--- config.mk ---
export PLATFORM = sky130hd
export DESIGN_NAME = zebra_frame_scheduler
export DESIGN_NICKNAME = d
export VERILOG_FILES = /design/src/rtl/zebra_frame_scheduler.sv
export SDC_FILE = /design/constraint.sdc
export NUM_CORES = 1
export LEC_CHECK = 0
export BUFFER_PORTS_ARGS = -buffer_cell sky130_fd_sc_hd__buf_2
export CORE_MARGIN = 2
export CORE_UTILIZATION = 30
export DETAILED_ROUTE_END_ITERATION = 10
export HOLD_SLACK_MARGIN = 0.06
export SLEW_MARGIN = 10
export SYNTH_ARGS = -nofsm -noshare
export SYNTH_HDL_FRONTEND = slang
export SYNTH_SLANG_ARGS = --single-unit
--- constraint.sdc ---
create_clock -name clk -period 5.75 [get_ports clk]
set_input_delay 1.725 -clock clk [delete_from_list [all_inputs] [get_ports clk]]
set_output_delay 1.725 -clock clk [all_outputs]
set_load 0.05 [all_outputs]
--- src/rtl/zebra_frame_scheduler.sv ---
// Frame scheduler for the zebra-crossing pipeline.
// Captures one greyscale frame into a shared BRAM, starts the detector,
// hands it the BRAM ports while it runs, then latches its results.
// Ports:
//   clk, rst_n                       clock, async active-low reset
//   enable                           permits new captures to start
//   pix_valid/pix_sof/pix_data       camera pixel stream
//   mem_rd_addr/mem_rd_data          BRAM read port (2-cycle read latency)
//   mem_we/mem_wr_addr/mem_wr_data   BRAM write port
//   det_start/det_done               detector handshake
//   det_rd_addr/det_rd_data          detector read port (forwarded)
//   det_we/det_wr_addr/det_wr_data   detector write port (forwarded in DETECT)
//   det_zebra/det_blob_count         detector results, valid with det_done
//   zebra_detected/blob_count        latched results of last detection
//   result_valid                     one-cycle pulse when results update
//   busy                             high whenever not idle
//   det_timeout                      sticky abort flag
//   frames_dropped                   saturating count of lost SOFs
module zebra_frame_scheduler #(
  parameter int unsigned IMG_WIDTH      = 640,
  parameter int unsigned IMG_HEIGHT     = 480,
  parameter int unsigned W              = 8,
  parameter int unsigned DECIMATION     = 1,
  parameter int unsigned TIMEOUT_CYCLES = 2000000,
  localparam int unsigned N             = IMG_WIDTH * IMG_HEIGHT,
  localparam int unsigned A             = $clog2(N)
) (
  input  logic          clk,
  input  logic          rst_n,
  input  logic          enable,
  input  logic          pix_valid,
  input  logic          pix_sof,
  input  logic [W-1:0]  pix_data,
  output logic [A-1:0]  mem_rd_addr,
  input  logic [W-1:0]  mem_rd_data,
  output logic          mem_we,
  output logic [A-1:0]  mem_wr_addr,
  output logic [W-1:0]  mem_wr_data,
  output logic          det_start,
  input  logic          det_done,
  input  logic [A-1:0]  det_rd_addr,
  output logic [W-1:0]  det_rd_data,
  input  logic          det_we,
  input  logic [A-1:0]  det_wr_addr,
  input  logic [7:0]    det_wr_data,
  input  logic          det_zebra,
  input  logic [7:0]    det_blob_count,
  output logic          zebra_detected,
  output logic [7:0]    blob_count,
  output logic          result_valid,
  output logic          busy,
  output logic          det_timeout,
  output logic [15:0]   frames_dropped
);

  localparam int unsigned DW = (DECIMATION > 1) ? $clog2(DECIMATION) : 1;
  localparam int unsigned TW = (TIMEOUT_CYCLES > 1) ? $clog2(TIMEOUT_CYCLES) : 1;
  localparam logic [A-1:0]  LAST_ADDR = A'(N - 1);
  localparam logic [DW-1:0] DEC_LAST  = DW'(DECIMATION - 1);
  localparam logic [TW-1:0] TO_LAST   = TW'(TIMEOUT_CYCLES - 1);

  typedef enum logic [1:0] {
    IDLE    = 2'd0,
    CAPTURE = 2'd1,
    START   = 2'd2,
    DETECT  = 2'd3
  } state_t;

  state_t        state, state_next;
  logic [A-1:0]  wr_addr, wr_addr_next;
  logic [DW-1:0] dec_cnt, dec_cnt_next;
  logic [TW-1:0] to_cnt, to_cnt_next;
  logic          zebra_next;
  logic [7:0]    blob_next;
  logic          rv_next;
  logic          timeout_next;
  logic [15:0]   dropped_next;
  logic          drop_evt;
  logic          sof_seen;

  assign sof_seen    = pix_valid & pix_sof;
  assign det_start   = (state == START);
  assign busy        = (state != IDLE);
  assign det_rd_data = mem_rd_data;

  // State register
  always_ff @(posedge clk or negedge rst_n) begin
    if (!rst_n) begin
      state <= IDLE;
    end else begin
      state <= state_next;
    end
  end

  // Datapath and result registers
  always_ff @(posedge clk or negedge rst_n) begin
    if (!rst_n) begin
      wr_addr        <= '0;
      dec_cnt        <= '0;
      to_cnt         <= '0;
      zebra_detected <= 1'b0;
      blob_count     <= '0;
      result_valid   <= 1'b0;
      det_timeout    <= 1'b0;
      frames_dropped <= '0;
    end else begin
      wr_addr        <= wr_addr_next;
      dec_cnt        <= dec_cnt_next;
      to_cnt         <= to_cnt_next;
      zebra_detected <= zebra_next;
      blob_count     <= blob_next;
      result_valid   <= rv_next;
      det_timeout    <= timeout_next;
      frames_dropped <= dropped_next;
    end
  end

  // Next-state, BRAM port mux and register updates
  always_comb begin
    state_next   = state;
    wr_addr_next = wr_addr;
    dec_cnt_next = dec_cnt;
    to_cnt_next  = to_cnt;
    zebra_next   = zebra_detected;
    blob_next    = blob_count;
    rv_next      = 1'b0;
    timeout_next = det_timeout;
    drop_evt     = 1'b0;
    mem_rd_addr  = '0;
    mem_we       = 1'b0;
    mem_wr_addr  = '0;
    mem_wr_data  = '0;

    unique case (state)
      IDLE: begin
        // Only every DECIMATION-th accepted SOF starts a capture.
        if (sof_seen && enable) begin
          if (dec_cnt == DEC_LAST) begin
            dec_cnt_next = '0;
            mem_we       = 1'b1;
            mem_wr_data  = pix_data;
            wr_addr_next = A'(1);
            state_next   = CAPTURE;
          end else begin
            dec_cnt_next = dec_cnt + DW'(1);
          end
        end
      end
      CAPTURE: begin
        if (pix_valid) begin
          mem_we      = 1'b1;
          mem_wr_data = pix_data;
          if (pix_sof) begin
            // New frame overrides the partial one.
            wr_addr_next = A'(1);
            drop_evt     = 1'b1;
          end else begin
            mem_wr_addr = wr_addr;
            if (wr_addr == LAST_ADDR) begin
              state_next = START;
            end else begin
              wr_addr_next = wr_addr + A'(1);
            end
          end
        end
      end
      START: begin
        to_cnt_next = '0;
        drop_evt    = sof_seen;
        state_next  = DETECT;
      end
      DETECT: begin
        mem_rd_addr = det_rd_addr;
        mem_we      = det_we;
        mem_wr_addr = det_wr_addr;
        mem_wr_data = W'(det_wr_data);
        drop_evt    = sof_seen;
        if (det_done) begin
          zebra_next   = det_zebra;
          blob_next    = det_blob_count;
          rv_next      = 1'b1;
          timeout_next = 1'b0;
          state_next   = IDLE;
        end else if (to_cnt == TO_LAST) begin
          timeout_next = 1'b1;
          state_next   = IDLE;
        end else begin
          to_cnt_next = to_cnt + TW'(1);
        end
      end
      default: state_next = IDLE;
    endcase

    dropped_next = (drop_evt && (frames_dropped != 16'hFFFF)) ?
                   frames_dropped + 16'd1 : frames_dropped;
  end

endmodule

# After elaboration in Yosys (flattened, before gate mapping)
# Index checks and enable logic that the tools add are counted.
[op_classes]
magnitude_cmp = 0
n_shift = 0
mux = 37
n_eq_ne = 15
n_div = 0
mul = 0
n_addsub = 4
n_reduce_logical = 14
bitwise_logic = 1
[ops]
columns = ["operator", "n"]
rows = [
  ["$mux W19", 8],
  ["$pmux W19 S2", 2],
  ["$mux W21", 2],
  ["$pmux W21 S2", 1],
  ["$mux W8", 3],
  ["$pmux W8 S3", 1],
  ["$add A21 B1 Y21 const B", 1],
  ["$eq A21 B21 Y1 const B", 1],
  ["$add A19 B1 Y19 const B", 1],
  ["$eq A19 B19 Y1 const B", 1],
  ["$add A16 B1 Y16 const B", 1],
  ["$ne A16 B16 Y1 const B", 1],
  ["$mux W2", 7],
  ["$ne A2 B2 Y1 const B", 7],
  ["$mux W1", 10],
  ["$pmux W2 S4", 1],
  ["$reduce_bool A2 Y1", 4],
  ["$ne A3 B3 Y1 const B", 2],
  ["$reduce_and A2 Y1", 3],
  ["$reduce_and A6 Y1", 1],
  ["$reduce_and A5 Y1", 1],
  ["$eq A2 B2 Y1 const B", 2],
  ["$pmux W1 S3", 1],
  ["$reduce_and A3 Y1", 1],
  ["other kinds (7)", 8],
]
[word_totals]
output_inout_bits = 84
mem_count = 0
mem_bits_ro = 0
input_bits = 78
latch_bits = 0
register_bits = 70
ram_bits = 0

# Longest topological paths before layout
# Gate-level depths: netlist (run 1).
[depth]
depth_word = 5
mapped_depth = 8
ltp_nobuf = 7

# Worst setup path after synthesis (run 1)
# Ideal clock, no wire load.
[synth_path]
kind = "input port to output port"
startpoint = "in pix_sof"
endpoint = "out mem_wr_addr[10]"
stages = 4
path_slack_ns = 1.050
required_ns = 4.025
t_arrival_ns = 2.975
path_cell_list = "and3b_1 > clkbuf_1 > clkbuf_1 > a22o_1"
[synth_via]
elab_chain_len = 3
[synth_lines]
columns = ["item", "line_no", "source"]
rows = [
  ["start: declaration", "32", "input logic pix_sof,"],
  ["$mux W19", "153", "if (pix_sof) begin"],
  ["$mux W19", "150", "if (pix_valid) begin"],
  ["$pmux W19 S2", "134", "unique case (state)"],
  ["end: declaration", "37", "output logic [A-1:0] mem_wr_addr,"],
]
# No other way between the ends.

# Final worst setup path (run 1)
[layout_path]
startpoint = "in pix_sof"
endpoint = "out mem_wr_addr[6]"
# Same word-level chain as after synthesis.

==> run summary, run 1 <==
The floorplan has 42 rows. After synthesis the netlist holds a flip-flop and latch count of 69. The worst flop-to-flop path endpoint was wr_addr[18]$_DFFE_PN0P_.

The tools report the TritonCTS sink count as 69. Detailed placement finished with a half-perimeter wire length of 7.78 mm. The Yosys step of the flow raised 0 warnings. The nature of the critical path startpoint was a primary input. The endpoint kind of the worst setup timing path is an output port. The main flop type after synthesis was sky130_fd_sc_hd__dfrtp_1.

The run gives 649 as the final-stage net count. The critical path runs through a total of 4 cells. The number of DRC violations after detailed-routing iteration 0 was 215. Critical path class: primary input to output port. The worst hold path class is flop to flop. Entering global routing, the biggest net connects 55 pins. 0 antenna diodes ended up in the layout. From bottom edge to top edge, the die measures 120 um. Leakage power summed over all cells: 2.57 nW. Across all setup checks in the final design, the least slack found is 1.01 ns. The run gives 2 as the number of buffers on the longest clock path. The post-route DRC violation count is 0, and the count of endpoints failing setup in the final report is 0. In this run the tool buffered the top-level ports with 145 buffer cells. The share of flip-flops with an asynchronous set or reset is 1.00, and the count of vias placed by the detailed router is 3822. The area growth from synthesis to layout is 28.0%. Effective utilization at floorplan: 0.307. Before CTS, the worst setup slack after placement is 0.988 ns.

In this run the standard cell core region covers 13200 um^2. The tools report the via count of the first global-routing pass as 3615. The endpoint arrival time on the critical path is 3.02 ns, and the via density per instance is 5.14.

The number of antenna violations at the first check in global routing is 0, and the fraction of layout instances using a drive strength above 1 is 0.331. The startpoint of the worst setup timing path was pix_sof. The tools report the total global-route track usage as 0.150. After layout, the minimum clock period comes to 4.74 ns. The number of gates given a new drive strength after cts was 0. The logs give 0 for the number of maximum-capacitance constraint violations and 0.00462 ns for the largest clock skew in the final design. When the netlist entered floorplanning its net count stood at 516. The die covers 14400 um^2. Summed over all failing endpoints, the final setup total negative slack is 0 ns. The count of flip-flops with a built-in enable after synthesis is 0, and the clock insertion delay at the later pin of the skew report is 0.33 ns. After clock tree synthesis, the clock-pin slew on the worst setup and hold paths is 0.06 ns.

The logs give 51 for the unique cell type count in the Yosys netlist and 0.391 for the tightest slew margin relative to the limit. Sequential-to-total area share from yosys stat: 0.427. The flow ran to the end, and the final reports show no timing, DRC or antenna violations. During I/O placement, the number of pins put on the boundary was 162.

The ratio of final minimum period to clock period came out at 0.825. The startpoint of the worst register-to-register path was state[1]$_DFFE_PN0P_. The cell family contributing the most delay on the critical path is simple AND/OR/NAND/NOR gates.

For the pin with the worst max-slew slack, the measured transition is 0.913 ns. TritonCTS built the clock tree. For the number of hold violations in the final report, the log shows 0.

The required time at the endpoint of the critical path was 4.03 ns. Hold is met by 0.487 ns. The tree is rooted in a sky130_fd_sc_hd__clkbuf_16. Across all register-to-register paths, the minimum setup slack is 2.93 ns. The total buffers and inverters traversed by the critical path works out to 2.

After detailed routing, the average wire length per cell comes to 14.4 um. The run gives 0 as the hold buffer count at cts. For the number of nets with antenna violations after routing, the log shows 0.

The cell with the largest stage delay on the worst path was sky130_fd_sc_hd__and3b_1. The total instance count after detailed placement is 728, and the mean instance size in the synthesized netlist is 9.41 um^2. For the peak supply drop, the log shows 0.272 mV. Routability-driven placement congestion ratio: 0.779. The total of fill cells in the finished design is 1326, and the total power after layout is 1.31 mW. Traced cell by cell, the critical path runs through buf_2 -> and3b_1 -> a22o_1 -> buf_2. Global routing finished with a remaining overflow of 0. Power spread over the standard cell area amounts to 252 nW/um^2. The most critical setup path has its endpoint at mem_wr_addr[6]. Post-CTS timing repair inserted 0 buffers for setup.

The run gives 744 as the non-filler instance count after layout. The die is 120 um wide. Synthesis produced a netlist whose cell count is 430. The first global-routing pass estimated 17.5 mm of wire. For the cell area after technology mapping, the log shows 4050 um^2. Setup repair after global routing left no endpoint under its margin.

The run gives 0 as the max-slew violation count. The number of cells on the worst reg-to-reg path is 8. The largest incremental delay on the critical path was 0.66 ns. Of all nets on the critical path, the largest fanout is 20. The H-tree generated during clock tree synthesis spans 3 levels.

In this design, the critical path's most frequently occurring cell is sky130_fd_sc_hd__buf_2. TritonCTS created 9 clock buffers. The logs give 0.211 GHz for the top achievable clock speed and 4 for the total iterations of the first detailed-routing run. Wires add up to 10.7 mm.
==> per-layer routing <==
layer,global-route usage,vias to the layer above,share of wire
met5,0,-,0
met4,0.0390,0,0.0067
met3,0.0347,11,0.042
met2,0.243,95,0.47
met1,0.201,1867,0.48
li1,-,1849,-
==> cells in the final DEF (no fill, tap or decap), types with 4 or more instances in the layout <==
cell type                     n
sky130_fd_sc_hd__a31oi_1      6
sky130_fd_sc_hd__clkbuf_16    9
sky130_fd_sc_hd__and3_1      10
sky130_fd_sc_hd__a21oi_1     19
sky130_fd_sc_hd__and4_1       4
sky130_fd_sc_hd__and2_1      22
sky130_fd_sc_hd__a22o_1      20
sky130_fd_sc_hd__mux2_2      12
sky130_fd_sc_hd__a22oi_1      8
sky130_fd_sc_hd__o31ai_1      6
sky130_fd_sc_hd__nor2_1      23
sky130_fd_sc_hd__o21ai_0     17
sky130_fd_sc_hd__buf_4        5
sky130_fd_sc_hd__inv_1       10
sky130_fd_sc_hd__nor4_1       4
sky130_fd_sc_hd__nand2_1     34
sky130_fd_sc_hd__or3_1        8
sky130_fd_sc_hd__o211ai_1     8
sky130_fd_sc_hd__xor2_1       7
sky130_fd_sc_hd__nand3_1     33
sky130_fd_sc_hd__buf_2      145
sky130_fd_sc_hd__ha_1         7
sky130_fd_sc_hd__xnor2_1      9
sky130_fd_sc_hd__nor3_1       7
sky130_fd_sc_hd__nor2b_1      5
sky130_fd_sc_hd__dfrtp_1     69
sky130_fd_sc_hd__mux2i_1      8
sky130_fd_sc_hd__nand4_1      9
==> final cells by class <==
cell class	instances	area (um^2)	share of cell area
inverter	10	37.5	0.00725
sequential	69	1730	0.333
tap	176	220	0.0425
clock buffer	11	253	0.0488
timing repair buffer	150	763	0.147
multi-input combinational	323	2140	0.414
clock inverter	5	33.8	0.00652
==> power by group <==
part	total [mW]	internal, mW	switching [mW]
clock network	0.529	0.315	0.214
logic	0.225	0.0698	0.155
registers	0.553	0.513	0.0403
==> cell usage after synthesis (10+ instances only) <==
| cell type | n | area (um^2) |
|---|---|---|
| sky130_fd_sc_hd__nand2_1 | 34 | 128 |
| sky130_fd_sc_hd__and3_1 | 10 | 62.6 |
| sky130_fd_sc_hd__and2_1 | 22 | 138 |
| sky130_fd_sc_hd__mux2_2 | 12 | 135 |
| sky130_fd_sc_hd__o21ai_0 | 17 | 85.1 |
| sky130_fd_sc_hd__a22o_1 | 20 | 175 |
| sky130_fd_sc_hd__dfrtp_1 | 69 | 1730 |
| sky130_fd_sc_hd__nand3_1 | 33 | 165 |
| sky130_fd_sc_hd__clkbuf_1 | 15 | 56.3 |
| sky130_fd_sc_hd__a21oi_1 | 19 | 95.1 |
| sky130_fd_sc_hd__inv_1 | 10 | 37.5 |
| sky130_fd_sc_hd__nor2_1 | 23 | 86.3 |
==> cell families (layout without fill, tap and decap cells) <==
kind of cell               Yosys count  in the layout  synth area share
AOI/OAI and AO/OA                  104            104             0.178
xor gates and xnor gates            16             16            0.0346
adders and majority gates            8              8            0.0247
buffers and inverters               38            176            0.0442
DFF                                 69             69             0.427
muxes                               21             21            0.0569
and+or+nand+nor                    174            174             0.235
==> worst reg2reg max path: stages, from the launching register on <==
cell and delay, ns:
sky130_fd_sc_hd__dfrtp_1 0.41, sky130_fd_sc_hd__inv_1 0.12, sky130_fd_sc_hd__ha_1 0.27, sky130_fd_sc_hd__and3b_1 0.65, sky130_fd_sc_hd__nand2_1 0.23, sky130_fd_sc_hd__a21oi_1 0.47
sky130_fd_sc_hd__buf_4 0.31, sky130_fd_sc_hd__o31ai_1 0.11, sky130_fd_sc_hd__a31oi_1 0.18
==> worst min-delay path by stage <==
| stage | from | to | slack [ns] | cells past startpoint |
|---|---|---|---|---|
| after detailed placement | to_cnt[20]$_DFFE_PN0P_ | to_cnt[20]$_DFFE_PN0P_ | 0.48 | 1 |
| after floorplan | to_cnt[20]$_DFFE_PN0P_ | to_cnt[20]$_DFFE_PN0P_ | 0.45 | 1 |
| final | to_cnt[20]$_DFFE_PN0P_ | to_cnt[20]$_DFFE_PN0P_ | 0.49 | 1 |
| after global routing | to_cnt[20]$_DFFE_PN0P_ | to_cnt[20]$_DFFE_PN0P_ | 0.51 | 1 |
| after global placement | to_cnt[20]$_DFFE_PN0P_ | to_cnt[20]$_DFFE_PN0P_ | 0.47 | 1 |
| after CTS | to_cnt[20]$_DFFE_PN0P_ | to_cnt[20]$_DFFE_PN0P_ | 0.50 | 1 |
==> sequential cells by signal (all words and copies together) (netlist names) <==
name,count
frames_dropped,16
wr_addr,19
to_cnt,21
state,2
result_valid,1
zebra_detected,1
blob_count,8
det_timeout,1
==> stage by stage <==
step	util	area (um^2)
after floorplan	-	4050
after global placement	0.371	4890
after detailed placement	0.371	4890
after CTS	0.393	5180
after global routing	0.393	5180
final	0.393	5180
Power figures use the tool's default switching activity.
==> run 2, diff against run 1 <==
==> constraint.sdc (replaced) <==
create_clock -name clk -period 4.4 [get_ports clk]
set_input_delay 1.32 -clock clk [delete_from_list [all_inputs] [get_ports clk]]
set_output_delay 1.32 -clock clk [all_outputs]
set_load 0.05 [all_outputs]
==> run 2 against run 1 <==
Effect of this change:
- core utilization rose by 0.085 points
- die area stayed put
- combinational power increased by 31%
- worst hold slack improved by 0.0037 ns
- sequential share of layout area is 0.072 points lower
- final cell count is 0.40% higher
- non-clock buffer count up 4
- cell area is 0.22% higher
- sequential power grew 30%
- global-route usage is 0.44 points higher
- first-iteration DRC count shrank 38%
- critical path type unchanged
- largest cell class unchanged
- highest routed layer unchanged
==> run summary, run 2 (synthesized netlist as in run 1, its figures left out) <==
In this run, post-CTS hold repair placed 0 buffers. For the worst setup path, the data required time is 3.08 ns. Dividing the detail-routed via count by the number of cells gives 5.08.

Count of antenna diodes in the layout: 0. The tools report the root cell of the clock tree as sky130_fd_sc_hd__clkbuf_16. Leaving out fill and tap cells, the most frequent cell in the layout is sky130_fd_sc_hd__buf_2. The number of maximum-capacitance constraint violations is 0, and the internal portion of total power is 1.15 mW.

The largest registers in the layout are to_cnt x21, wr_addr x19, frames_dropped x16. The number of buffers on the longest clock path is 2. The ratio of final minimum period to clock period works out to 0.832. Final critical-path required period: 3.66 ns. For the worst setup path, the data arrival time is 2.34 ns. Summed over all layers, the routed wires come to 10.8 mm. Before antenna repair, the detailed router went through 4 iterations. The worst setup timing slack at the placement stage came out at 0.737 ns.

The number of hold violations in the final report was 0; the clock-pin slew on the worst setup and hold paths was 0.06 ns. The flow ran to the end, and the final reports show no timing, DRC or antenna violations. The tightest slew margin relative to the limit came out at 0.480.

The run gives 0 as the number of antenna violations at the first check in global routing. Buffers inserted during clock tree synthesis total 9. Top register by number of flip-flops: to_cnt. In this run the worst setup path begins at pix_sof. The area growth from synthesis to layout is 28.2%. Setup repair after global routing left no endpoint under its margin. The critical path goes through buf_2 -> a31oi_1 -> nor2b_1 -> buf_4 -> a22oi_1 -> nor2_1 -> buf_2.

The total global-route track usage came out at 0.154. Across all layers, the routed design uses 3794 vias. Leaving out fill and tap cells, the most frequent cells in the layout are 145 x sky130_fd_sc_hd__buf_2, 69 x sky130_fd_sc_hd__dfrtp_1, 34 x sky130_fd_sc_hd__nand2_1.

The total area inside the core boundary comes to 13200 um^2. Clock skew on the completed layout was measured at 0.00615 ns. For the post-route DRC violation count, the log shows 0. The worst register-to-register path begins at state[1]$_DFFE_PN0P_. The number of nets with antenna violations after routing was 0; the net switching component of the power was 521 uW. Once the clock tree was built, the resizer swapped 0 gates to a different size. The run gives 2.58 nW as the leakage power summed over all cells. The power per cell area works out to 323 nW/um^2. The slowest stage of the critical path is the sky130_fd_sc_hd__buf_2 cell. The tools report the pin count of the biggest net entering global routing as 41.

The endpoint kind of the worst setup timing path is an output port. The floorplan step defined a die boundary enclosing 14400 um^2. In this design, the critical path's most frequently occurring cell is sky130_fd_sc_hd__buf_2. For the total of fill cells in the finished design, the log shows 1313. During I/O placement, the number of pins put on the boundary was 162.

Largest driver fanout on the critical path: 9. Row generation in the floorplan step produced 42 rows. IR analysis of the VDD net gives a maximum drop of 0.421 mV.

CTS saw 69 sinks. For this run the aggregate overflow at the end of global routing stands at 0. The tightest min-delay check is of the flop to flop type.

The startpoint identified for the worst hold timing path is frames_dropped[15]$_DFFE_PN0P_. Routability-driven placement finished with a final weighted congestion of 0.825. The worst setup path is launched from a primary input. In the final routed layout, each cell accounts on average for 14.5 um. Input and output buffers added on the ports amount to 145. The via count of the first global-routing pass is 3755, and the die span in x is 120 um. At the pin with the least slew margin, the transition time is 0.776 ns. The final setup TNS was 0 ns; the largest incremental delay on the critical path was 0.28 ns.

The clock insertion delay at the later pin of the skew report came out at 0.33 ns. Proportion of power drawn by flip-flops and latches: 0.431. TritonCTS built the clock tree. The run gives 0 as the max-slew violation count. The critical path class is primary input to output port. The first global-routing pass estimated 17.9 mm of wire. In this run the number of H-tree levels came out at 3. The final-stage net count is 653, and the count of endpoints failing setup in the final report is 0. The switching power share of the total came out at 0.311. The register with the most flip-flops in the layout has 21 of them. For this block, the initial DRC count from the detailed router was 134.

The run gives 0 as the total setup buffers inserted after CTS. The tools report the detailed-placement wirelength estimate as 8.02 mm. For the slack of the critical path, the log shows 0.740 ns.

The die is 120 um tall. The effective utilization at floorplan was 0.307; the end-of-flow core utilization was 0.393. The clock network fraction of design power was 0.394; the top achievable clock speed was 0.273 GHz. The fraction of layout instances using a drive strength above 1 was 0.333; the proportion of power drawn by combinational gates was 0.176.
-- run 2: power by group through the flow --
stage                     Combinational, mW  Sequential, mW  Clock [mW]
final                                 0.294           0.721       0.660
after global placement                0.291           0.729           0
after floorplan                       0.126           0.812           0
after CTS                             0.297           0.721       0.681
after detailed placement              0.296           0.731           0
after global routing                  0.319           0.730       0.712
-- run 2: worst max-delay path: cells and delay by family --
| family | cells | cell delay (ns) |
|---|---|---|
| AOI/OAI and AO/OA | 2 | 0.18 |
| buffers and inverters | 3 | 0.61 |
| and+or+nand+nor | 2 | 0.23 |
-- run 2: final timing paths --
| kind | to | slack, ns | depth (start not counted) |
|---|---|---|---|
| hold / removal | frames_dropped[15]$_DFFE_PN0P_ | 0.49 | 1 |
| max in group asynchronous | to_cnt[0]$_DFFE_PN0P_ | 2.61 | 2 |
| setup / recovery | mem_wr_data[7] | 0.74 | 7 |
| hold reg to reg | frames_dropped[15]$_DFFE_PN0P_ | 0.49 | 1 |
| setup reg to reg | to_cnt[16]$_DFFE_PN0P_ | 1.75 | 6 |
| min in group asynchronous | to_cnt[10]$_DFFE_PN0P_ | 0.93 | 1 |
-- run 2: final cells by class --
class | count | area, um^2 | share of cell area
timing repair buffer | 154 | 793 | 0.153
tap | 176 | 220 | 0.0424
sequential | 69 | 1730 | 0.333
clock buffer | 11 | 243 | 0.0468
inverter | 10 | 37.5 | 0.00723
clock inverter | 4 | 25.0 | 0.00482
multi-input combinational | 323 | 2140 | 0.413
-- run 2: per-stage QoR --
step | std cells | hold WS, ns | power (mW) | instance area (um^2)
global route | 747 | 0.516 | 1.76 | 5190
floorplan | 430 | 0.448 | 0.938 | 4050
global placement | 732 | 0.471 | 1.02 | 4920
detailed placement | 732 | 0.486 | 1.03 | 4920
CTS | 747 | 0.498 | 1.70 | 5190
finish | 747 | 0.490 | 1.68 | 5190
-- run 2: layer usage --
| layer | GRT usage | routed length, um | vias up |
|---|---|---|---|
| met4 | 0.0449 | 121 | 0 |
| met5 | 0 | 0 | - |
| met1 | 0.197 | 4850 | 1825 |
| met2 | 0.254 | 5270 | 96 |
| met3 | 0.0423 | 567 | 15 |
| li1 | - | - | 1858 |
==> run 3, diff against run 2 <==
==> constraint.sdc (replaced) <==
create_clock -name clk -period 3.04 [get_ports clk]
set_input_delay 0.912 -clock clk [delete_from_list [all_inputs] [get_ports clk]]
set_output_delay 0.912 -clock clk [all_outputs]
set_load 0.05 [all_outputs]
==> run 3 against run 2 <==
Effect of this change:
- register-to-register slack worse by 1.3 ns
- critical path depth grew 1
- clock skew rose by 0.0019 ns
- die area did not move
- count of clock-buffer cells in the layout is 1 lower
- sequential power up 46%
- first-iteration DRC count up 59%
- wire length grew 0.71%
- sequential cell count did not move
- worst setup slack got worse by 0.61 ns
- clock power is 61% higher
- worst hold slack better by 0.0042 ns
- highest routed layer unchanged
==> run summary, run 3 (synthesized netlist as in run 1, its figures left out) <==
The count of antenna diodes in the layout was 0; the total global-route track usage was 0.157. The flow ran to the end, and the final reports show no timing, DRC or antenna violations. The count of endpoints failing setup in the final report was 0. Count of cells along the worst register-to-register path: 8. The most critical setup path has its endpoint at mem_wr_data[6].

The pin count of the biggest net entering global routing is 29. The largest registers in the layout are to_cnt x21, wr_addr x19, frames_dropped x16. The first detailed-routing pass took 4 iterations. The critical path starts at state[1]$_DFFE_PN0P_.

The tools report the number of antenna violations at the first check in global routing as 0. Setup repair after global routing left no endpoint under its margin. The via count of the first global-routing pass came out at 3708. The worst hold path belongs to the class flop to flop.

The total congestion overflow after global routing came out at 0. The run gives 0.307 as the effective utilization at floorplan. Nature of the critical path startpoint: a flop.

The number of hold buffers added after CTS was 0. More flip-flops sit in one register than any other, and that register is to_cnt. The worst register-to-register path begins at state[1]$_DFFE_PN0P_. The logs give 9 for the number of buffers created by CTS and 0 for the post-route DRC violation count. For this run, the post-layout net count is 656. The tightest slew margin relative to the limit is 0.400. For this block, the via count after detailed routing is 3781. Adding up every negative setup slack in the final design gives 0 ns. The final critical-path required period was 2.91 ns.

The top achievable clock speed is 0.344 GHz, and the clock-pin slew on the worst setup and hold paths is 0.06 ns. Walking the worst path, the cells encountered are inv_1 -> ha_1 -> a31oi_1 -> nor2b_1 -> buf_4 -> a22oi_1 -> nor2_1 -> buf_2. STA puts the critical path data required time at 2.13 ns. The tools report the number of nets with antenna violations after routing as 0. The area growth from synthesis to layout is 30.8%. In the layout the commonest cells are 142 x sky130_fd_sc_hd__buf_2, 69 x sky130_fd_sc_hd__dfrtp_1, 34 x sky130_fd_sc_hd__nand2_1. The critical path crosses 8 cells after its start point. After detailed routing, the total wire length is 10.9 mm.

For the worst setup path, the data arrival time is 2.00 ns. Dividing total power by cell area gives a power density of 480 nW/um^2. The register with the most flip-flops in the layout has 21 of them. The run gives 0 as the number of maximum-capacitance constraint violations. The max-slew violation count was 0; the clock insertion delay at the later pin of the skew report was 0.34 ns.

The run gives 42 as the floorplan row count. Cell with the largest stage delay on the worst path: sky130_fd_sc_hd__dfrtp_1. The library cell used most frequently in the layout, excluding fill and tap cells, is sky130_fd_sc_hd__buf_2. Number of hold violations in the final report: 0. Total buffers and inverters traversed by the critical path: 3. The core region is 13200 um^2. The fraction of layout instances using a drive strength above 1 works out to 0.360. For the area of the die, the log shows 14400 um^2. In this run the worst path has a maximum fanout of 9. In this design, the largest share of critical-path delay is due to buffers and inverters. Dividing the detail-routed wire length by the instance count gives 14.5 um. The root cell of the clock tree is sky130_fd_sc_hd__clkbuf_16. The first global-routing pass estimated 18.2 mm of wire.

162 I/O pins were placed. The number of DRC violations after detailed-routing iteration 0 was 213. CTS built an H-tree with a depth of 3. At the end of routability-driven placement, the weighted congestion stood at 0.811. Across all register-to-register paths, the minimum setup slack is 0.47 ns. For the pin with the worst max-slew slack, the measured transition is 0.900 ns.

Excluding fillers, the count of instances in the completed layout stands at 751. Clock skew on the completed layout was measured at 0.00806 ns. In the routed layout, each cell is associated on average with a via count of 5.03. The tools report the endpoint kind of the worst setup timing path as an output port. Critical path class: flop to output port.

In this run the critical register-to-register path is captured at wr_addr[9]$_DFFE_PN0P_. Port buffering added 145 buffers. VDD sags by at most 0.850 mV.

Number of buffers on the longest clock path: 2. The die span in x was 120 um; the largest incremental delay on the critical path was 0.42 ns. The logs give 735 for the total instance count after detailed placement and 2.62 nW for the leakage power summed over all cells.

Summed over all nets, the half-perimeter wirelength after detailed placement is 7.94 mm. In this run the vertical extent of the chip is 120 um. The ratio of final minimum period to clock period was 0.957. Clock tree synthesis found a total of 69 sinks.

TritonCTS built the clock tree.
==> run 3: worst min-delay path by stage <==
stage                                          from  slack [ns]                   endpoint  depth (start not counted)
final                       det_timeout$_DFFE_PN0P_        0.49    det_timeout$_DFFE_PN0P_                          2
after global routing      blob_count[2]$_DFFE_PN0P_        0.52  blob_count[2]$_DFFE_PN0P_                          1
after CTS                    to_cnt[18]$_DFFE_PN0P_        0.50     to_cnt[18]$_DFFE_PN0P_                          1
after detailed placement    det_timeout$_DFFE_PN0P_        0.48    det_timeout$_DFFE_PN0P_                          2
after global placement       to_cnt[20]$_DFFE_PN0P_        0.47     to_cnt[20]$_DFFE_PN0P_                          1
after floorplan              to_cnt[20]$_DFFE_PN0P_        0.45     to_cnt[20]$_DFFE_PN0P_                          1
==> run 3: repair_timing <==
action / 4_1_cts / 5_1_grt
setup buffers: 0 / 0
endpoints found under the setup margin: 0 / 8
resized for setup: 0 / 5
==> run 3: final cells by class <==
cell class / count / area [um^2]
inverter: 10 / 37.5
sequential: 69 / 1730
clock buffer: 10 / 239
fill: 1324 / 7900
tap: 176 / 220
multi-input combinational: 323 / 2160
timing repair buffer: 157 / 848
clock inverter: 6 / 61.3
==> run 3: power breakdown <==
group,internal (mW),switching (mW)
logic,0.139,0.293
registers,0.970,0.0767
clock network,0.655,0.408
total,1.76,0.778
==> run 3: through the flow <==
stage          hold slack (ns)  power (mW)  area, um^2  setup slack, ns   util
2_1_floorplan            0.448        1.36        4060           0.0375      -
3_3_place_gp             0.473        1.49        4980            0.208  0.378
3_5_place_dp             0.485        1.50        4980            0.149  0.378
4_1_cts                  0.500        2.58        5280           0.0947  0.400
5_1_grt                  0.519        2.66        5290          0.00338  0.401
6_report                 0.495        2.54        5290            0.132  0.401
==> run 3: routing by layer <==
metal | global-route usage | wire length (um) | part of all wire | vias up
met1 | 0.211 | 5000 | 0.46 | 1804
met3 | 0.0323 | 632 | 0.058 | 17
met5 | 0 | 0 | 0 | -
li1 | - | - | - | 1865
met4 | 0.0559 | 172 | 0.016 | 0
met2 | 0.250 | 5080 | 0.47 | 95
==> run 3: worst reg2reg max path, cell delays in order (launching register included) <==
cell	delay [ns]
sky130_fd_sc_hd__dfrtp_1	0.42
sky130_fd_sc_hd__inv_1	0.12
sky130_fd_sc_hd__ha_1	0.27
sky130_fd_sc_hd__and3b_2	0.28
sky130_fd_sc_hd__nand2_1	0.13
sky130_fd_sc_hd__a21oi_1	0.72
sky130_fd_sc_hd__buf_4	0.31
sky130_fd_sc_hd__a21oi_1	0.08
sky130_fd_sc_hd__o21ai_0	0.15
